$ cat src/rtl/cpu_pkg.sv
// -----------------------------------------------------------------------------
// cpu_pkg
// Shared definitions for the CPU destination-register path.
//   REG_IDX_W      : architectural register-index width
//   dst_sel_e      : candidate-select encodings (rt, rd, return-address reg 31)
//   onehot_lowest  : isolates the lowest set bit of a vector (up to 32 bits)
// -----------------------------------------------------------------------------
package cpu_pkg;

  localparam int REG_IDX_W = 5;

  // Values driven on the destination-select input.
  typedef enum logic [1:0] {
    SEL_RT = 2'd0,
    SEL_RD = 2'd1,
    SEL_RA = 2'd2
  } dst_sel_e;

  // Two's-complement trick: v & -v keeps only the least significant set bit.
  // Callers zero-extend narrower vectors and truncate the result back.
  function automatic logic [31:0] onehot_lowest(input logic [31:0] vec);
    return vec & (~vec + 32'd1);
  endfunction

endpackage

$ cat src/rtl/dest_match.sv
// -----------------------------------------------------------------------------
// dest_match
// Compares one source register against every in-flight destination and
// reports the youngest (lowest-index) valid match.
//   stage_dst_i : flattened per-stage destinations, stage k at [k*WIDTH +: WIDTH]
//   stage_vld_i : per-stage valid bits
//   src_i       : source register index to look up
//   hit_o       : any stage matches
//   hit_stg_o   : one-hot lowest matching stage, zero when none
// -----------------------------------------------------------------------------
module dest_match
  import cpu_pkg::*;
#(
  parameter int WIDTH        = REG_IDX_W,
  parameter int STAGES       = 3,
  parameter bit ZERO_IS_NULL = 1'b1
) (
  input  logic [STAGES*WIDTH-1:0] stage_dst_i,
  input  logic [STAGES-1:0]       stage_vld_i,
  input  logic [WIDTH-1:0]        src_i,
  output logic                    hit_o,
  output logic [STAGES-1:0]       hit_stg_o
);

  logic [STAGES-1:0] match;

  always_comb begin
    match = '0;
    for (int k = 0; k < STAGES; k++) begin
      match[k] = stage_vld_i[k] && (stage_dst_i[k*WIDTH +: WIDTH] == src_i);
    end
    // Register 0 is a "no write" sink, so reading it never depends on anything.
    if (ZERO_IS_NULL && (src_i == '0)) begin
      match = '0;
    end
  end

  assign hit_o     = |match;
  assign hit_stg_o = STAGES'(onehot_lowest(32'(match)));

endmodule

$ cat src/rtl/dest_sel_pipe.sv
// -----------------------------------------------------------------------------
// dest_sel_pipe
// Selects the destination register of the decoding instruction from NUM_IN
// candidates and carries it, with a write-valid bit, through STAGES pipeline
// registers (stage 0 youngest, stage STAGES-1 = write-back).
//   clk, rst_n          : clock, asynchronous active-low reset
//   sel, cand           : candidate select / flattened candidates
//   in_valid            : entering instruction writes a register
//   stall, flush        : freeze all stages / kill the FLUSH_STAGES youngest
//   src_a, src_b        : sources of the decoding instruction
//   stage_dst/stage_vld : per-stage destination and valid
//   wb_dst, wb_en       : register-file write port (last stage)
//   hazard_*            : source matches a valid in-flight destination
//   sel_err             : registered one-cycle pulse for an out-of-range select
//
// Valid semantics: stage_vld[k] = 1 means the instruction in stage k will
// write stage_dst[k]; there is no back-pressure other than stall, which
// freezes every stage, and flush, which only clears valid bits.
// -----------------------------------------------------------------------------
module dest_sel_pipe
  import cpu_pkg::*;
#(
  parameter int WIDTH        = REG_IDX_W,
  parameter int NUM_IN       = 3,
  parameter int SEL_W        = 2,
  parameter int STAGES       = 3,
  parameter int FLUSH_STAGES = 2,
  parameter bit ZERO_IS_NULL = 1'b1
) (
  input  logic                    clk,
  input  logic                    rst_n,
  input  logic [SEL_W-1:0]        sel,
  input  logic [NUM_IN*WIDTH-1:0] cand,
  input  logic                    in_valid,
  input  logic                    stall,
  input  logic                    flush,
  input  logic [WIDTH-1:0]        src_a,
  input  logic [WIDTH-1:0]        src_b,
  output logic [STAGES*WIDTH-1:0] stage_dst,
  output logic [STAGES-1:0]       stage_vld,
  output logic [WIDTH-1:0]        wb_dst,
  output logic                    wb_en,
  output logic                    hazard_a,
  output logic [STAGES-1:0]       hazard_a_stg,
  output logic                    hazard_b,
  output logic [STAGES-1:0]       hazard_b_stg,
  output logic                    sel_err
);

  logic [STAGES-1:0][WIDTH-1:0] dst_q, dst_d;
  logic [STAGES-1:0]            vld_q, vld_d;
  logic                         sel_err_q, sel_err_d;

  logic                         sel_legal;
  logic [WIDTH-1:0]             cand_sel;

  // Candidate mux; an out-of-range select yields 0 but is never loaded.
  always_comb begin
    sel_legal = (32'(sel) < NUM_IN);
    cand_sel  = '0;
    for (int i = 0; i < NUM_IN; i++) begin
      if (sel == SEL_W'(i)) begin
        cand_sel = cand[i*WIDTH +: WIDTH];
      end
    end
  end

  always_comb begin
    dst_d     = dst_q;
    vld_d     = vld_q;
    sel_err_d = 1'b0;

    if (!stall) begin
      for (int k = STAGES - 1; k > 0; k--) begin
        dst_d[k] = dst_q[k-1];
        vld_d[k] = vld_q[k-1];
      end
      if (sel_legal) begin
        dst_d[0] = cand_sel;
        vld_d[0] = in_valid && !(ZERO_IS_NULL && (cand_sel == '0));
      end else begin
        // Explicit hold of dst0 with a bubble instead of a latch.
        vld_d[0]  = 1'b0;
        sel_err_d = 1'b1;
      end
    end

    // Flush overrides stall for the youngest stages; dst is left as loaded/held.
    if (flush) begin
      for (int k = 0; k < FLUSH_STAGES; k++) begin
        vld_d[k] = 1'b0;
      end
    end
  end

  always_ff @(posedge clk or negedge rst_n) begin
    if (!rst_n) begin
      dst_q     <= '0;
      vld_q     <= '0;
      sel_err_q <= 1'b0;
    end else begin
      dst_q     <= dst_d;
      vld_q     <= vld_d;
      sel_err_q <= sel_err_d;
    end
  end

  assign stage_dst = dst_q;
  assign stage_vld = vld_q;
  assign wb_dst    = dst_q[STAGES-1];
  assign wb_en     = vld_q[STAGES-1];
  assign sel_err   = sel_err_q;

  dest_match #(
    .WIDTH        (WIDTH),
    .STAGES       (STAGES),
    .ZERO_IS_NULL (ZERO_IS_NULL)
  ) u_match_a (
    .stage_dst_i (stage_dst),
    .stage_vld_i (stage_vld),
    .src_i       (src_a),
    .hit_o       (hazard_a),
    .hit_stg_o   (hazard_a_stg)
  );

  dest_match #(
    .WIDTH        (WIDTH),
    .STAGES       (STAGES),
    .ZERO_IS_NULL (ZERO_IS_NULL)
  ) u_match_b (
    .stage_dst_i (stage_dst),
    .stage_vld_i (stage_vld),
    .src_i       (src_b),
    .hit_o       (hazard_b),
    .hit_stg_o   (hazard_b_stg)
  );

endmodule

$ cat config.mk
export PLATFORM = sky130hd
export DESIGN_NAME = dest_sel_pipe
export DESIGN_NICKNAME = d
export VERILOG_FILES = /design/src/rtl/cpu_pkg.sv /design/src/rtl/dest_match.sv /design/src/rtl/dest_sel_pipe.sv
export SDC_FILE = /design/constraint.sdc
export NUM_CORES = 1
export LEC_CHECK = 0
export CAP_MARGIN = 20
export CORE_MARGIN = 10
export CORE_UTILIZATION = 40
export DETAILED_ROUTE_END_ITERATION = 7
export HOLD_SLACK_MARGIN = 0.08
export PLACE_DENSITY = 0.82
export SYNTH_ARGS = -nofsm -noshare
export SYNTH_HDL_FRONTEND = slang
export SYNTH_SLANG_ARGS = --single-unit
$ cat constraint.sdc
create_clock -name clk -period 1.8 [get_ports clk]
set_clock_uncertainty 0.1 [all_clocks]
set_input_delay 0.36 -clock clk [delete_from_list [all_inputs] [get_ports clk]]
set_output_delay 0.36 -clock clk [all_outputs]
set_load 0.005 [all_outputs]
==> results by stage, run 1 <==
Timing:
- The peak clock frequency supported by timing is roughly 420 MHz.
- Setup violations remaining at the end of the flow were counted as 8.
- The routed design could run at a clock period as short as between 2 and 2.5 ns.
- The max-slew violation total from the final report was 0.
- The summed negative setup slack over all endpoints is -3.454 ns.
- The slew at the pin with the worst max-slew slack is approximately 0.29 ns.
- The relative slew slack is 80.62%.
- Setup repair after global routing could not meet its margin everywhere.
- The final hold violation count is 0.
- The share of the clock period used by the worst path after layout is 133.7%.
- Setup slack on the critical path of the routed design comes to -0.6070 ns.

Pwr:
- The post-route total power is 1.692 mW.
- For this design the static power due to leakage is roughly 1.2 nW.
- Across the VDD grid, the largest voltage drop is 330.5 uV.
- Dividing total power by cell area gives a power density of 668.8 nW/um^2.

Setup path:
- The worst register-to-register path begins at stage_vld[0]$_DFFE_PN0P_.
- Across all register-to-register paths, the minimum setup slack is approximately 0.5 ns.
- The kind of launch point of the worst setup path is a register.
- The peak fanout along the critical path is 3.
- The slowest stage of the critical path belongs to the cell dfrtp_1.
- For the worst setup path, the data required time is 1.34 ns.
- The worst stage delay on the critical path is 0.45 ns.
- The worst setup path startpoint is wb_dst[4]$_DFFE_PN0N_.
- Data arrives at the worst endpoint at 1.95 ns.
- Measured in cells, the most critical reg-to-reg path has a length of 4.
- Counting both buffers and inverters, the worst setup path holds a total of 1.
- The reg-to-reg critical path endpoint is stage_vld[0]$_DFFE_PN0P_.
- The critical path goes through xnor2_1, nand4_1, or4_4, nor3b_2, buf_2.
- The gate family responsible for the most delay along the worst path is simple AND/OR/NAND/NOR gates.
- STA classifies the critical path endpoint as an output port.
- The worst setup path is of the register to output port kind.

Synthesis:
- The synthesized design contains 19 register bits.
- The netlist area before placement is between 1000 and 1500 sq um.
- Synthesis produced a netlist with a net count of about 150.
- The share of synthesized area in the top cell type comes to a little over a third.
- The mean post-synth cell area is ~11 sq um.
- The Yosys step of the flow raised 0 warnings.
- The number of different library cells in the post-synthesis netlist is 24.
- The synthesized netlist cell count is 121.
- The sequential element share of the synthesized area is between 30% and 40%.
- Sorting the synthesized cells by area gives the leading types as dfrtp_1 (36%), mux2_2 (12%), xnor2_1 (12%).
- dfrtp_1 takes more of the synthesized area than any other cell.

Floorplanning:
- The number of standard-cell rows in the floorplan is 20.
- The die is 77.48 um tall.
- In this run the standard cell core region covers 3103 sq um.
- 65 I/O pins were placed.
- In this run the horizontal extent of the chip is 77.48 um.
- For this configuration, the core starts out at a cell density of 42.58%.
- The die area is around 6000 sq um.

Worst hold path:
- The min-delay analysis places its worst path in the category input port to asynchronous set/reset pin.

Drt:
- The overall via count from detail_route is around 1,500.
- In the detailed route, the total length drawn on met3 is 453 um.
- The total wire length is approximately 5800 um.
- The routed design uses between 2000 and 3000 um of met2 wire.
- Dividing the detail-routed via count by the number of cells gives around 5.1.
- The first routing iteration left 77 violations.
- The antenna violation net count after detailed routing is 0.
- In the final routed layout, each cell accounts on average for 20.09 um.
- The highest layer touched by signal routing is met4.
- In the routed design, unresolved DRC markers number 0.
- For this run, the detailed router's first-pass iteration total came to 4.
- The sum of routed wire segments on met1 is 2300 um.

Placed design:
- Routability-driven placement finished with a final weighted congestion of a little over 0.9.
- The number of buffer cells added on primary ports is 64.
- The detailed-placement wirelength estimate is 3871 um.

Global route:
- The number of global-route vias before repair is 1,669.
- Across every metal layer, demand over resource in global routing totals 18.38%.
- The global-route wire length before repair is between 8000 and 9000 um.
- The initial antenna violation count is 1.
- For this run the aggregate overflow at the end of global routing stands at 0.
- The pin count of the biggest net entering global routing is 20.

Finish:
- Relative to the synthesized area, the layout overhead comes to 91.48%.
- The final-stage net count is between 200 and 300.
- In the final layout, the share of cells above drive strength 1 is a little over half.

Run status:
- The final reports fail on setup timing.
- The flow ran to the end, but the final reports show violations.

CTS:
- Clock tree synthesis selected as its root buffer the cell clkbuf_4.
- The total CTS buffers is 3.
- TritonCTS built the clock tree.
- The tree built by TritonCTS fans out to 19 sinks.
- The clock input transition at the sequential cells of the worst setup and hold paths is roughly 0.11 ns.
- The later pin in the worst-skew pair is clocked with a latency of 0.29 ns.
- In this run the number of H-tree levels came out at 1.
- The clock passes through at most 2 buffers.
- The number of buffers inserted by hold repair at cts is 0.

Flow run:
- The number of max-cap violations is 0.
[kinds of logic after synthesis]
group                     share of synthesized area (%)
muxes                                             16.48
xor gates and xnor gates                          19.89
AOI/OAI and AO/OA                                 6.535
buffers and inverters                             4.829
and+or+nand+nor                                   16.29
DFF                                               35.99
[synth_stat cells]
master     count
a21oi_2        1
dfrtp_1       19
nand2_1        1
nor2_1         8
or4_4          4
a21oi_1        4
clkbuf_1       1
nor2_2         2
nor2b_1        1
buf_4          6
nand4_1        6
nand3b_1       2
mux2_2        14
a211oi_1       2
or4_1          2
a311oi_1       1
nor3b_2        2
a22oi_1        1
xnor2_1       18
mux2i_1        6
nor4_2         2
xor2_1        12
o2bb2ai_1      3
buf_2          3
[power breakdown]
| group | switching [mW] | leakage (nW) | internal (mW) |
|---|---|---|---|
| registers | 0.0968 | 0.232 | 0.499 |
| logic | 0.341 | 0.964 | 0.537 |
| clock network | 0.132 | 0.0150 | 0.0864 |
[placed cells by master, fill, tap and decap left out, types with 2 or more instances in the layout]
master | synthesis | layout
nor2_4 | 0 | 2
nor3b_2 | 2 | 2
nor4_4 | 0 | 2
clkdlybuf4s50_1 | 0 | 22
buf_6 | 0 | 9
mux2i_1 | 6 | 6
nor2_1 | 8 | 6
xor2_1 | 12 | 11
buf_2 | 3 | 13
o2bb2ai_1 | 3 | 3
nand4_1 | 6 | 6
dfrtp_2 | 0 | 4
a21oi_1 | 4 | 4
buf_4 | 6 | 58
xnor2_1 | 18 | 12
xnor2_2 | 0 | 6
dfrtp_1 | 19 | 15
clkbuf_4 | 0 | 3
mux2_2 | 14 | 14
dlygate4sd2_1 | 0 | 22
nor2_2 | 2 | 2
clkdlybuf4s15_2 | 0 | 2
or4_4 | 4 | 6
nand3b_1 | 2 | 2
[layout make-up]
class	instances	area, sq um
antenna	1	2.502
clock buffer	4	26.28
fill	192	573.1
multi-input combinational	92	890.9
sequential	19	480.5
tap	44	55.05
timing repair buffer	129	1075
[metrics by stage]
stage	instances	hold WS (ns)	util [%]	instance area, sq um	worst slack, ns
2_1_floorplan	121	-0.03559	-	1321	0.008946
3_3_place_gp	259	0.4940	73.02	2266	-1.044
3_5_place_dp	259	0.5120	73.02	2266	-1.069
4_1_cts	284	0.2931	78.47	2435	-0.4537
5_1_grt	289	0.2804	81.53	2530	-0.6772
6_report	289	0.2813	81.53	2530	-0.6070
[worst max path at each step]
stage | end | slack [ns] | depth (start not counted)
2_1_floorplan | hazard_a_stg[2] | 0.009 | 4
3_3_place_gp | hazard_a_stg[2] | -1.04 | 6
3_5_place_dp | hazard_a_stg[2] | -1.07 | 6
4_1_cts | hazard_a_stg[2] | -0.45 | 5
5_1_grt | hazard_b_stg[2] | -0.68 | 5
6_report | hazard_b_stg[2] | -0.61 | 5
[worst register-to-register path, delay by kind of cell, from the launching register on]
family          cells  cell delay, ns
compound gates      2            0.35
flops               1            0.43
buf+inv             2            0.30
[layer usage]
| metal | global-route usage (%) | up-vias |
|---|---|---|
| met5 | 0 | - |
| met4 | 10.40 | 0 |
| met3 | 4.608 | 15 |
| met2 | 32.78 | 79 |
| met1 | 19.26 | 702 |
| li1 | - | 681 |
[state kept, by name (all words and copies together) (netlist names)]
name,count
stage_dst,10
wb_dst,5
stage_vld,3
sel_err,1
[what timing repair did]
| action | in CTS | in global routing |
|---|---|---|
| setup endpoints to repair | 31 | 10 |
| resized for setup | 109 | 14 |
| pin swaps | 18 | 11 |
| setup buffers | 21 | 4 |
(Power assumes the default switching activity.)
==> run 2, diff against run 1 <==
--- a/config.mk
+++ b/config.mk
@@ -5,12 +5,13 @@
 export SDC_FILE = /design/constraint.sdc
 export NUM_CORES = 1
 export LEC_CHECK = 0
+export ABC_AREA = 1
 export CAP_MARGIN = 20
-export CORE_MARGIN = 10
+export CORE_MARGIN = 2
 export CORE_UTILIZATION = 40
 export DETAILED_ROUTE_END_ITERATION = 7
 export HOLD_SLACK_MARGIN = 0.08
-export PLACE_DENSITY = 0.82
+export PLACE_DENSITY = 0.8
 export SYNTH_ARGS = -nofsm -noshare
 export SYNTH_HDL_FRONTEND = slang
 export SYNTH_SLANG_ARGS = --single-unit
==> run 2 against run 1 <==
The run still ends with setup timing left. Setup slack better by 0.46 ns. Utilization down 7.5 points. Die area down 34%. Combinational power down 17%. Flip-flop and latch count unchanged. Critical endpoint is now hazard_a_stg[2].
==> results by stage, run 2 <==
Setup path:
- The peak fanout along the critical path is 4.
- Across all register-to-register paths, the minimum setup slack is 0.71 ns.
- The endpoint kind of the worst setup timing path is an output port.
- For the worst flop-to-flop path, the logic depth is 5.
- The critical register-to-register path startpoint is stage_dst[0]$_DFFE_PN0P_.
- The kind of launch point of the worst setup path is a register.
- The critical path class is register to output port.
- At the worst endpoint, the arrival time is approximately 1.5 ns.
- The required time reported for the critical path endpoint is between 1 and 1.5 ns.
- The reg-to-reg critical path endpoint is stage_dst[5]$_DFFE_PN0N_.

Synthesis:
- The area share of the largest cell type after synthesis is between 30% and 40%.
- Synthesis produced around 210 cells.
- The commonest cells after synthesis are nand2_1 (68), inv_1 (24), nor2_1 (22).
- The biggest area contributor in the post-synthesis netlist is dfrtp_1.
- The synthesized design contains 19 register bits.
- The cell area that synthesis handed to floorplanning was between 1000 and 1500 sq um.
- The net count of the mapped netlist is roughly 250.
- The mean post-synth cell area is roughly 6.5 sq um.
- The cell with the most instances after synthesis is nand2_1.
- The synthesis warning total is 0.
- The sequential element share of the synthesized area is between 30% and 40%.
- In the post-synthesis netlist, the biggest area contributors are dfrtp_1 (34%), nand2_1 (18%), nand3_1 (7.5%).
- The netlist uses 20 different library cells.
- The prevailing post-synth register cell is dfrtp_1.
- The number of flops mapped to enable cells by yosys is 0.
- The proportion of register bits with asynchronous set or reset after synthesis is 100.0%.

Finish:
- The final core utilization is around three quarters.
- The layout cell share with drive strength beyond 1 is 27.64%.
- In the layout the commonest cells are nand2_1 (65), buf_4 (36), clkdlybuf4s50_1 (27).
- Registers take around 480 sq um.
- Leaving out fill and tap cells, the most frequent cell in the layout is nand2_1.
- The flip-flop count of the largest register, all copies and words added is 10.
- The count of inserted antenna diode cells is 0.
- The number of standard cells in the final layout excluding fillers is 368.
- The number of fill cells in the layout is 274.
- The final-stage net count is between 300 and 400.
- Summing all multi-input logic gate instances after layout gives slightly above 800 sq um.
- The layout overhead on the synthesized area is 77.36%.

CTS:
- The total CTS buffers is 3.
- The clock latency on the worst-skew pair is approximately 0.3 ns.
- No sink is reached through more buffers than the 2 on the longest clock path.
- The number of buffers inserted by hold repair at cts is 0.
- The clock input transition at the sequential cells of the worst setup and hold paths is 0.11 ns.
- The clock net in this run drives a total of 19 sinks.
- TritonCTS built the clock tree.
- In this run the number of H-tree levels came out at 1.
- The root buffer cell is clkbuf_4.

Floorplanning:
- 65 I/O pins were placed.
- The die covers 3970 sq um.
- The overall die height is between 60 and 70 um.
- The core footprint is 3337 sq um.
- The starting utilization of the core area is between 40% and 50%.
- Row generation in the floorplan step produced 21 rows.
- The die is ~63 um wide.

Run status:
- The run finished, with violations left.
- The final reports fail on setup timing.

Drt:
- The total wire length is roughly 4800 um.
- The final route contains roughly 1,800 vias.
- The detailed router's first-iteration violation count is 125.
- The post-detailed-route wirelength per cell is roughly 13 um.
- The antenna violation net count after detailed routing is 0.
- For this run, design rule violations remaining after detail routing come to 0.
- The total iterations of the first detailed-routing run is 4.
- Dividing the detail-routed via count by the number of cells gives 4.910.

Timing:
- At the pin with the least slew margin, the transition time is ~0.34 ns.
- The time the worst path needs with I/O delays and setup is between 1.5 and 2 ns.
- The relative slew slack is a little under 80%.
- The number of endpoints failing setup at the final stage is 8.
- The final hold violation count was 0.
- The share of the clock period used by the worst path after layout is 108.1%.
- The peak clock frequency supported by timing is 513.7 MHz.
- The max-slew violation total from the final report is 0.
- Setup repair after global routing could not meet its margin everywhere.
- After layout, the worst setup slack is -0.1467 ns.

Worst hold path:
- The path category of the worst min-delay check is input port to asynchronous set/reset pin.

Placed design:
- The placement-stage worst setup slack is -0.7215 ns.
- The last weighted congestion value of the routability-driven placer is approximately 0.97.
- The number of buffer cells added on primary ports is 64.
- Detailed placement finished with a half-perimeter wire length of roughly 3500 um.
- The number of instances in the placed design is approximately 350.

Global route:
- The first global-routing pass estimated ~7400 um of wire.
- The initial antenna violation count is 0.
- The global-route congestion overflow total is 0.
- Global routing consumed, over all layers together, 23.72% of the routing resources.
- The number of global-route vias before repair is about 1,700.
- The pin count of the biggest net entering global routing is 26.

Pwr:
- For this design the static power due to leakage is ~1.3 nW.
- Across the VDD grid, the largest voltage drop is about 320 uV.
- The power per unit of standard cell area is between 600 and 700 nW/um^2.

Flow run:
- The number of max-cap violations is 0.
-- run 2: area by class of cell --
cell class | count | area share, %
inverters | 27 | 4.306
clock buffers | 4 | 1.064
repair buffers | 113 | 40.32
flip-flops and latches | 19 | 19.40
well taps | 46 | 2.330
multi-input cells | 159 | 32.57
-- run 2: where the power goes --
| part | internal [mW] | switching (mW) |
|---|---|---|
| Combinational | 0.429 | 0.301 |
| Sequential | 0.482 | 0.0701 |
| Clock | 0.0863 | 0.132 |
| Total | 0.996 | 0.503 |
-- run 2: how the worst max path moves through the flow --
stage / slack (ns) / depth (start not counted) / end / from
3_3_place_gp: -0.72 / 7 / hazard_b_stg[2] / src_b[4]
6_report: -0.15 / 6 / hazard_a_stg[2] / wb_dst[2]$_DFFE_PN0N_
4_1_cts: -0.15 / 9 / hazard_b_stg[2] / stage_dst[0]$_DFFE_PN0P_
5_1_grt: -0.29 / 8 / hazard_a_stg[2] / stage_dst[0]$_DFFE_PN0P_
2_1_floorplan: 0.39 / 7 / hazard_a_stg[1] / src_a[0]
3_5_place_dp: -0.72 / 7 / hazard_b_stg[2] / src_b[4]
-- run 2: repair_timing --
action	4_1_cts	5_1_grt
gates cloned	0	0
pin swaps	23	17
hold endpoints to repair	0	0
setup endpoints to repair	24	12
buffers inserted	16	3
gates resized for setup	92	13
-- run 2: logic make-up after synthesis --
family                    share of synthesized area, %
xor gates and xnor gates                         7.547
AOI/OAI and AO/OA                                12.67
and+or+nand+nor                                  34.59
DFF                                              34.14
buffers and inverters                            11.05
-- run 2: critical path, cell delays in order (launching register included) --
cell     delay, ns
dfrtp_2       0.49
xnor2_2       0.14
nand3_1       0.09
nor2_1        0.12
nand2_1       0.09
nor2_1        0.13
buf_2         0.13
-- run 2: metal layers --
layer	share of wire (%)	up-vias	global-route usage (%)
li1	-	893	-
met1	40	794	27.97
met2	48	101	41.22
met3	8.3	19	4.685
met4	3.4	0	10.83
met5	0	-	0
-- run 2: per-stage QoR --
stage / cell area, sq um / hold slack, ns / power [mW] / setup TNS, ns
global route: 2470 / 0.3040 / 1.599 / -1.827
detailed placement: 2271 / 0.5010 / 1.188 / -5.327
floorplan: 1393 / -0.03559 / 0.7924 / 0
global placement: 2271 / 0.4841 / 1.176 / -5.197
CTS: 2415 / 0.2902 / 1.468 / -0.8222
finish: 2470 / 0.2896 / 1.500 / -0.8791
==> run 3, diff against run 2 <==
--- a/config.mk
+++ b/config.mk
@@ -11,7 +11,7 @@
 export CORE_UTILIZATION = 40
 export DETAILED_ROUTE_END_ITERATION = 7
 export HOLD_SLACK_MARGIN = 0.08
-export PLACE_DENSITY = 0.8
+export PLACE_DENSITY = 0.78
 export SYNTH_ARGS = -nofsm -noshare
 export SYNTH_HDL_FRONTEND = slang
 export SYNTH_SLANG_ARGS = --single-unit
==> run 3 against run 2 <==
The flow still finishes with violations (setup timing). Final area up 3.1%. First-iteration DRC count rose by 18%. Routed wire length grew 11%. Global-route usage up 3.3 points. Hold slack about the same. Setup slack lost 0.062 ns. Via count is 3.1% higher. Non-clock buffer count rose by 7. Fmax decreased by 3.1%. Critical path type unchanged. Largest cell class unchanged.
==> results by stage, run 3 (synthesis results as in run 2) <==
Pwr:
- The internal portion of the total power is a little over 1 mW.
- The clock network burns between 10% and 20% of the power.
- The portion of total power attributed to combinational logic is around 50%.
- The power per unit of standard cell area is a little over 600 nW/um^2.
- Net switching is between 30% and 40% of the power.
- Across the VDD grid, the largest voltage drop is 395.0 uV.
- The sequential share of power is between 30% and 40%.
- The analysis attributes to cell leakage a power of 1.399 nW.
- The net switching power of the design is about 540 uW.

Drt:
- The post-detailed-route wirelength per cell is about 14 um.
- Using the TritonRoute via totals, the vias-per-cell ratio works out to a little under 5.
- The detail route stage leaves a number of antenna-violating nets equal to 0.
- Detailed routing inserted a total of approximately 1,900 vias.
- The first routing iteration left 147 violations.
- The total iterations of the first detailed-routing run is 4.
- The final layout contains routed wiring with a total length of 5339 um.
- The residual DRC count is 0.

Timing:
- Setup repair after global routing could not meet its margin everywhere.
- The number of endpoints failing setup at the final stage is 8.
- The share of the clock period used by the worst path after layout is 111.6%.
- The final hold violation count came to 0.
- At the pin with the least slew margin, the transition time is approximately 0.35 ns.
- In this run the tightest slew margin relative to its limit is about three quarters.
- For the finished layout, the period the worst path requires is approximately 2.0 ns.
- The max-slew violation total from the final report is 0.
- The setup slack of the critical path after layout is -0.2089 ns.
- The peak clock frequency supported by timing is around 500 MHz.

Finish:
- In the layout the commonest cells are nand2_1 (63), buf_4 (45), clkdlybuf4s50_1 (24).
- The final-stage net count is around 360.
- The number of standard cells in the final layout excluding fillers is about 380.
- Summing all non-filler instances in the final layout gives an area of 2547 sq um.
- From synthesis to final layout, the design area changed by 82.93%.
- The layout cell share with drive strength beyond 1 is approximately a third.
- The number of antenna diodes in the final layout is 0.
- The most frequent standard cell in the layout excluding fill and tap cells is nand2_1.
- The flip-flop count of the largest register, all copies and words added is 10.

Floorplanning:
- The die is around 63 um tall.
- The initialized floorplan defines 21 standard-cell rows.
- The starting utilization of the core area is about two fifths.
- The core footprint is about 3300 sq um.
- The die covers between 3000 and 4000 sq um.
- Pin placement for this block handled 65 I/O pins.
- The x dimension of the die is ~63 um.

Setup path:
- The critical path class is register to output port.
- The kind of launch point of the worst setup path is a register.
- Across all register-to-register paths, the minimum setup slack is 0.63 ns.
- Data on the critical path arrives at its endpoint at 1.55 ns.
- The required time reported for the critical path endpoint is about 1.3 ns.
- The peak fanout along the critical path is 3.
- The endpoint identified for the worst register-to-register timing path is stage_dst[9]$_DFFE_PN0N_.
- The critical register-to-register path startpoint is stage_dst[4]$_DFFE_PN0P_.
- The depth of the worst register-to-register path is 5.
- STA classifies the critical path endpoint as an output port.

CTS:
- The CTS sink count is 19.
- In this run the clock root is driven by a clkbuf_4.
- The maximum buffer depth of the clock tree is 2.
- The clock input transition at the sequential cells of the worst setup and hold paths is 0.11 ns.
- In this run the number of H-tree levels came out at 1.
- TritonCTS built the clock tree.
- Buffers inserted to repair hold after CTS numbered 0.
- Counting the buffers created by CTS gives 3.
- At the later pin of the worst-skew pair, clock insertion delay measures 0.31 ns.

Worst hold path:
- The path category of the worst min-delay check is input port to asynchronous set/reset pin.

Run status:
- The checks that failed: setup timing.
- The flow ran to the end, but the final reports show violations.

Placed design:
- Input and output buffers added on the ports amount to 64.
- The number of instances in the placed design is approximately 350.
- In this run the cell area measured after placement is 2293 sq um.
- Routability-driven placement finished with a final weighted congestion of 0.9267.
- The detailed-placement wirelength estimate is 3569 um.

Global route:
- Entering global routing, the biggest net connects 26 pins.
- The global-route wire length before repair is approximately 8400 um.
- In the global route stage, overall resource usage came out at 27.02%.
- The initial antenna violation count was 0.
- The global-route congestion overflow total is 0.
- The number of global-route vias before repair is 1,871.

Flow run:
- Across the run, the number of max-cap violations was 0.
## run 3: how the worst max path moves through the flow
stage               cells after the start              end  slack (ns)                     start
floorplan                               7  hazard_a_stg[1]        0.39                  src_a[0]
CTS                                     7  hazard_a_stg[2]       -0.18     wb_dst[2]$_DFFE_PN0N_
global route                            7  hazard_b_stg[1]       -0.32  stage_dst[8]$_DFFE_PN0N_
detailed placement                      8  hazard_a_stg[1]       -0.70                  src_a[1]
finish                                  7  hazard_a_stg[2]       -0.21     wb_dst[2]$_DFFE_PN0N_
global placement                        7  hazard_b_stg[2]       -0.74                  src_b[4]
## run 3: critical path, cell delays in order (launching register included)
cell and delay, ns:
dfrtp_2 0.44, buf_6 0.14, xnor2_2 0.16, nand3_1 0.08
nor2_1 0.10, nand2_1 0.08, nor2_1 0.12, buf_2 0.12
## run 3: power groups by stage
stage / clock [mW] / combinational, mW / sequential [mW]
after detailed placement: 0 / 0.644 / 0.553
after global placement: 0 / 0.632 / 0.553
after floorplan: 0 / 0.239 / 0.554
final: 0.227 / 0.781 / 0.548
after global routing: 0.253 / 0.843 / 0.553
after CTS: 0.226 / 0.726 / 0.538
## run 3: final cells by class
class | instances | area [sq um]
Inverter | 27 | 101.3
Sequential cell | 19 | 479.2
Fill cell | 249 | 789.5
Clock buffer | 4 | 26.28
Multi-Input combinational cell | 159 | 837.1
Timing Repair Buffer | 120 | 1046
Tap cell | 46 | 57.56
## run 3: metrics by stage
step / utilization (%) / setup TNS (ns) / hold WS (ns) / setup slack [ns] / power [mW]
final: 76.34 / -1.245 / 0.2894 / -0.2089 / 1.556
after global routing: 76.34 / -2.161 / 0.2953 / -0.3222 / 1.649
after CTS: 73.38 / -0.8770 / 0.2984 / -0.1775 / 1.490
after detailed placement: 68.73 / -5.331 / 0.5069 / -0.7013 / 1.197
after global placement: 68.73 / -5.370 / 0.4890 / -0.7382 / 1.185
after floorplan: - / 0 / -0.03559 / 0.3913 / 0.7924
## run 3: per-layer routing
layer | track usage [%] | share of wire (%)
met5 | 0 | 0
met4 | 13.61 | 3.9
met3 | 6.486 | 9.0
met2 | 45.74 | 49
met1 | 31.67 | 38
## run 3: timing repair
action,in CTS,in global routing
setup endpoints to repair,24,17
resized for setup,90,24
setup buffers,16,6
pin swaps,26,12
endpoints found under the hold margin,0,0
